File: config.mk
export PLATFORM = sky130hd
export DESIGN_NAME = mvu_readout_dma
export DESIGN_NICKNAME = d
export VERILOG_FILES = /design/src/rtl/mvu_readout_dma.sv
export SDC_FILE = /design/constraint.sdc
export NUM_CORES = 1
export LEC_CHECK = 0
export BUFFER_PORTS_ARGS = -buffer_cell sky130_fd_sc_hd__buf_2
export CAP_MARGIN = 30
export CORE_AREA = 2 2 295 297
export DETAILED_ROUTE_END_ITERATION = 10
export DIE_AREA = 0 0 297 299
export PLACE_DENSITY_LB_ADDON = 0.3
export REMOVE_ABC_BUFFERS = 1
export SYNTH_ARGS = -nofsm -noshare
export SYNTH_HDL_FRONTEND = slang
export SYNTH_SLANG_ARGS = --single-unit
File: constraint.sdc
create_clock -name clk -period 4.6 [get_ports clk]
set_clock_uncertainty 0.2 [all_clocks]
set_input_delay 0.92 -clock clk [delete_from_list [all_inputs] [get_ports clk]]
set_output_delay 0.92 -clock clk [all_outputs]
set_load 0.01 [all_outputs]
File: src/rtl/mvu_readout_dma.sv
// mvu_readout_dma: single-command read initiator for the MVU rdc_* port, returned words buffered
// in a credit-limited FIFO. Optional build macro MVU_RDDMA_STRIDE_EN adds a per-command cmd_stride.
module mvu_readout_dma #(
  parameter int NMVU       = 8,
  parameter int N          = 64,
  parameter int BDBANKA    = 15,
  parameter int BLEN       = 16,
  parameter int RDLAT      = 2,
  parameter int FIFO_DEPTH = 4,
  localparam int BMVUA     = $clog2(NMVU)
) (
  input  logic                    clk,
  input  logic                    rst,
  input  logic                    cmd_valid,
  output logic                    cmd_ready,
  input  logic [BMVUA-1:0]        cmd_mvu,
  input  logic [BDBANKA-1:0]      cmd_base,
`ifdef MVU_RDDMA_STRIDE_EN
  input  logic [BDBANKA-1:0]      cmd_stride,
`endif
  input  logic [BLEN-1:0]         cmd_len,
  output logic [NMVU-1:0]         rdc_en,
  input  logic [NMVU-1:0]         rdc_grnt,
  output logic [NMVU*BDBANKA-1:0] rdc_addr,
  input  logic [NMVU*N-1:0]       rdc_word,
  output logic                    out_valid,
  input  logic                    out_ready,
  output logic [N-1:0]            out_data,
  output logic                    out_last,
  output logic                    busy,
  output logic                    done
);
  localparam int PW = (FIFO_DEPTH > 1) ? $clog2(FIFO_DEPTH) : 1;
  localparam int CW = $clog2(FIFO_DEPTH + RDLAT + 1);

  typedef enum logic [1:0] {S_IDLE = 2'd0, S_ISSUE = 2'd1, S_DRAIN = 2'd2, S_DONE = 2'd3} state_t;

  state_t               state_r, state_nxt_s;
  logic                 cmd_ready_r;
  logic [BMVUA-1:0]     mvu_r;
  logic [BDBANKA-1:0]   addr_r, stride_s;
  logic [BLEN-1:0]      remain_r;
  logic [RDLAT-1:0]     vld_r, lst_r;
  logic [N-1:0]         fifo_data_r [FIFO_DEPTH];
  logic [FIFO_DEPTH-1:0] fifo_last_r;
  logic [PW-1:0]        wr_ptr_r, rd_ptr_r;
  logic [CW-1:0]        fifo_cnt_r, inflight_s;
  logic                 cmd_acc_s, credit_s, issue_en_s, rd_acc_s, last_rd_s;
  logic                 push_s, pop_s, head_last_s;
  logic [N-1:0]         ret_word_s;

  function automatic logic [PW-1:0] ptr_inc(input logic [PW-1:0] p);
    if (p == PW'(FIFO_DEPTH - 1)) return '0;
    else return p + PW'(1'b1);
  endfunction

  assign cmd_acc_s   = cmd_valid && cmd_ready_r;
  // Words already accepted but not yet popped may never exceed the buffer size
  assign credit_s    = (fifo_cnt_r + inflight_s) < CW'(FIFO_DEPTH);
  assign issue_en_s  = (state_r == S_ISSUE) && credit_s;
  assign rd_acc_s    = issue_en_s && rdc_grnt[mvu_r];
  assign last_rd_s   = rd_acc_s && (remain_r == BLEN'(1'b1));
  assign push_s      = vld_r[RDLAT-1];
  assign ret_word_s  = rdc_word[int'(mvu_r)*N +: N];
  assign pop_s       = out_valid && out_ready;
  assign head_last_s = fifo_last_r[rd_ptr_r];
  assign cmd_ready   = cmd_ready_r;

`ifdef MVU_RDDMA_STRIDE_EN
  logic [BDBANKA-1:0] stride_r;
  // Stride is captured together with the command
  always_ff @(posedge clk) begin
    if (rst) stride_r <= '0;
    else if (cmd_acc_s) stride_r <= cmd_stride;
  end
  assign stride_s = stride_r;
`else
  assign stride_s = BDBANKA'(1'b1);
`endif

  // State register; cmd_ready is registered so it stays low on the cycle after reset
  always_ff @(posedge clk) begin
    if (rst) begin
      state_r     <= S_IDLE;
      cmd_ready_r <= 1'b0;
    end else begin
      state_r     <= state_nxt_s;
      cmd_ready_r <= (state_nxt_s == S_IDLE);
    end
  end

  // Next-state logic
  always_comb begin
    state_nxt_s = state_r;
    case (state_r)
      S_IDLE: begin
        if (cmd_acc_s) state_nxt_s = (cmd_len == '0) ? S_DONE : S_ISSUE;
        else state_nxt_s = S_IDLE;
      end
      S_ISSUE: begin
        if (last_rd_s) state_nxt_s = S_DRAIN;
        else state_nxt_s = S_ISSUE;
      end
      S_DRAIN: begin
        if (pop_s && head_last_s) state_nxt_s = S_DONE;
        else state_nxt_s = S_DRAIN;
      end
      S_DONE:  state_nxt_s = S_IDLE;
      default: state_nxt_s = S_IDLE;
    endcase
  end

  // Read request outputs and status decode
  always_comb begin
    rdc_en   = '0;
    rdc_addr = '0;
    if (issue_en_s) begin
      rdc_en[mvu_r] = 1'b1;
      rdc_addr[int'(mvu_r)*BDBANKA +: BDBANKA] = addr_r;
    end else begin
      rdc_en   = '0;
      rdc_addr = '0;
    end
    busy = (state_r != S_IDLE);
    done = (state_r == S_DONE);
  end

  // Command capture and per-grant address/count advance
  always_ff @(posedge clk) begin
    if (rst) begin
      mvu_r    <= '0;
      addr_r   <= '0;
      remain_r <= '0;
    end else if (cmd_acc_s) begin
      mvu_r    <= cmd_mvu;
      addr_r   <= cmd_base;
      remain_r <= cmd_len;
    end else if (rd_acc_s) begin
      addr_r   <= addr_r + stride_s;
      remain_r <= remain_r - BLEN'(1'b1);
    end
  end

  // Count of reads granted whose data has not yet been pushed
  always_comb begin
    inflight_s = '0;
    for (int i = 0; i < RDLAT; i++) inflight_s = inflight_s + CW'(vld_r[i]);
  end

  // Return tracker: a bit enters per grant and reaches the top when rdc_word is valid
  always_ff @(posedge clk) begin
    if (rst) begin
      vld_r <= '0;
      lst_r <= '0;
    end else begin
      vld_r[0] <= rd_acc_s;
      lst_r[0] <= last_rd_s;
      for (int i = 1; i < RDLAT; i++) begin
        vld_r[i] <= vld_r[i-1];
        lst_r[i] <= lst_r[i-1];
      end
    end
  end

  // FIFO pointers and occupancy
  always_ff @(posedge clk) begin
    if (rst) begin
      wr_ptr_r   <= '0;
      rd_ptr_r   <= '0;
      fifo_cnt_r <= '0;
    end else begin
      if (push_s) wr_ptr_r <= ptr_inc(wr_ptr_r);
      if (pop_s) rd_ptr_r <= ptr_inc(rd_ptr_r);
      if (push_s && !pop_s) fifo_cnt_r <= fifo_cnt_r + CW'(1'b1);
      else if (!push_s && pop_s) fifo_cnt_r <= fifo_cnt_r - CW'(1'b1);
    end
  end

  // FIFO storage; contents are only observed through the occupancy-gated head
  always_ff @(posedge clk) begin
    if (push_s) begin
      fifo_data_r[wr_ptr_r] <= ret_word_s;
      fifo_last_r[wr_ptr_r] <= lst_r[RDLAT-1];
    end
  end

  // Output port driven from the FIFO head
  always_comb begin
    out_valid = (fifo_cnt_r != '0);
    if (out_valid) begin
      out_data = fifo_data_r[rd_ptr_r];
      out_last = head_last_s;
    end else begin
      out_data = '0;
      out_last = 1'b0;
    end
  end
endmodule

==> metrics.yaml <==
place.gp.congestion: 0.954
status: "finished clean"
cts_tree: "yes"
syn_area_um2: 16400
syn_avg_cell_area_um2: 12.4
ioPinCount: 755
critical_path_depth: 10
n_fill_cell: 9127
crit_required_ps: 3480
finalMaxSlewViolations: 0
grt_max_degree: 69
synth_edf_count: 260
synth_warnings: 0
layout.nets: 2625
top_layer: "met5"
initial_core_util: 0.191
area_growth_pct: 40.2
grt.overflow.total: 0
first_global_vias: 15300
fin_cells: 3236
placed_cells: 3160
ys_top_cells_by_area: "edfxtp_1, mux4_2, and2_1, dfxtp_1, a22oi_1"
core.rowCount: 108
synth_top_area_cell: "edfxtp_1"
grt_use_total: 0.155
drc: 0
drt-pass1-iter-count: 8
antenna_left: 0
synth.distinct_cells: 58
synth_common_cells: "edfxtp_1, and2_1, a22oi_1, clkbuf_1, mux4_2"
drive_gt1_frac: 0.465
cts_buffers: 37
cp_top_family: "buffers and inverters"
seq_area_frac_synth: 0.536
slowest_delay_ps: 420
synth_top_area_frac: 0.476
ff2ff_path_depth: 7
path_class: "flip-flop to primary output"
die-area_um2: 88800
async_flop_share: 0
cp_slowest_cell: "a311oi_4"
synthCells: 1321
ir_drop_mv: 0.272
cts_num_sinks: 310
grt_pass1_wl_um: 102000
p_leak_nw: 9.19
antenna_found_initial: 17
rrSetupSlack_ps: 1440
drv_cap: 0
wire_per_inst_um: 22.3
power_density_nw_per_um2: 382
htree_num_levels: 2
routed-wl-met2_um: 35000
rsz0062_at_grt: "false"
fp.dieW_um: 297
arrival_ps: 3170
drt-vias-per-instance: 4.65
hold_class: "flip-flop to flip-flop"
core_area_um2: 85900
critPathCaptureType: "primary output"
ys_seq_elements: 310
die_h_um: 299
clk_pin_slew_ps: 60
critPathLaunch: "vld_r[1]"
regToRegStartpoint: "mvu_r[2]"
min_period_over_period: 0.933
port_buffers: 754
clock.fmax_mhz: 233
clockRootBuffer: "clkbuf_16"
drt-met1-wl_um: 29600
crit_path_end: "rdc_addr[57]"
worst_pin_slew_ps: 938
synthMostInstantiatedCell: "edfxtp_1"
path_max_fanout: 12
period_needed_ps: 4290
layout_setup_ws_ps: 308
hold_viol_final: 0
cts_buffer_depth: 3
routed_wl_um: 72100
worstPathCellList: "ha_1 > ha_1 > a311oi_4 > o31ai_4 > buf_4 > buf_4 > nor4_2 > buf_4 > and2_1 > buf_2"
clkLatencyLatePin_ps: 550
r2r_end: "fifo_data_r[0][1]"
dr_wl_met3_um: 5670
yosys_most_used_dff: "edfxtp_1"
slew_headroom: 0.373
setup_viol: 0
cp-start-kind: "flip-flop"
drtIter0Drc: 1465
place_hpwl_um: 53100
vias: 15100
cp_common_cell: "buf_4"
cp_num_buf_inv: 4
cts_hold_repair.buffers: 0
post-place-ws_ps: 574
==> layout by cell type (no fill, tap or decap), types with 8 or more instances in the layout <==
cell / Yosys / final
xor2_1: 9 / 9
or4_1: 8 / 8
edfxtp_1: 260 / 260
and2_1: 186 / 182
nor2_1: 57 / 49
nor4_1: 18 / 18
o21ai_0: 9 / 9
nand3_1: 51 / 51
a22oi_1: 111 / 111
or3_1: 9 / 8
a221oi_1: 42 / 42
a22o_1: 42 / 42
buf_2: 23 / 754
nor3_1: 24 / 21
nand2_1: 56 / 56
nand4_1: 39 / 39
clkbuf_16: 0 / 37
a21oi_1: 12 / 12
a211oi_1: 9 / 9
inv_1: 9 / 9
dfxtp_1: 50 / 47
mux2i_1: 17 / 17
a222oi_1: 32 / 32
ha_1: 15 / 15
mux4_2: 65 / 65
buf_4: 1 / 48
nor2_4: 0 / 8
==> how the worst min path moves through the flow <==
stage	from	end	depth (start not counted)	slack, ps
after floorplan	lst_r[0]	lst_r[1]	1	210
after global placement	lst_r[0]	lst_r[1]	1	220
after detailed placement	lst_r[0]	lst_r[1]	1	220
after CTS	lst_r[0]	lst_r[1]	1	240
after global routing	lst_r[0]	lst_r[1]	1	270
final	lst_r[0]	lst_r[1]	1	230
==> stage by stage <==
step | hold slack (ps) | area [um^2] | TNS (ps) | power (mW) | utilization
after detailed placement | 223 | 21600 | 0 | 5.84 | 0.252
final | 233 | 23000 | 0 | 8.80 | 0.268
after floorplan | 214 | 16000 | -147810 | 4.60 | -
after global routing | 265 | 23000 | 0 | 9.26 | 0.268
after global placement | 220 | 21600 | 0 | 5.81 | 0.252
after CTS | 236 | 23000 | 0 | 8.99 | 0.267
==> registers in the layout, indices dropped and copies added (netlist names), 3 cells and up, named ones only <==
signal       cells
mvu_r            3
fifo_cnt_r       3
remain_r        16
addr_r          15
fifo_last_r      4
fifo_data_r    256
==> routing by layer <==
layer  GRT usage  vias up
met3      0.0425      108
met4      0.0433       16
met2       0.263      735
li1            -     6752
met1       0.192     7442
met5           0        -
==> worst register-to-register path: cells and delay by family (launching register included) <==
family                 cells  cell delay, ps
buffers and inverters      2             720
DFF                        1             680
and+or+nand+nor            3            1130
AOI/OAI and AO/OA          2             260
==> timing repair <==
item / 4_1_cts / 5_1_grt
setup buffers: 5 / 2
resized for setup: 1 / 7
endpoints found under the setup margin: 32 / 53
pin swaps: 1 / 1
hold endpoints to repair: 0 / 0
==> kinds of logic after synthesis <==
kind of cell             count (synthesis)  synth area share
AND/OR/NAND/NOR                        485             0.167
XOR/XNOR                                16           0.00853
multiplexers                            84             0.101
flip-flops                             310             0.536
buffers and inverters                  125            0.0306
adder cells (fa/ha/maj)                 16            0.0126
AO/OA/AOI/OAI                          285             0.144
==> power breakdown <==
part | internal, mW | switching, mW | total [mW] | leakage, nW
logic | 1.04 | 1.40 | 2.44 | 5.82
clock network | 1.88 | 1.21 | 3.09 | 0.613
registers | 3.17 | 0.101 | 3.27 | 2.75
total | 6.08 | 2.71 | 8.80 | 9.19
==> area by class of cell <==
type                            instances  area (um^2)  area share
Multi-Input combinational cell        886         7220       0.314
Sequential cell                       310         8820       0.383
Inverter                               10         37.5     0.00163
Antenna cell                            3         7.51    0.000326
Clock inverter                         26          338      0.0147
Clock buffer                           40          937      0.0407
Timing Repair Buffer                  806         4210       0.183
Tap cell                             1155         1450      0.0628
(Power assumes the default switching activity.)
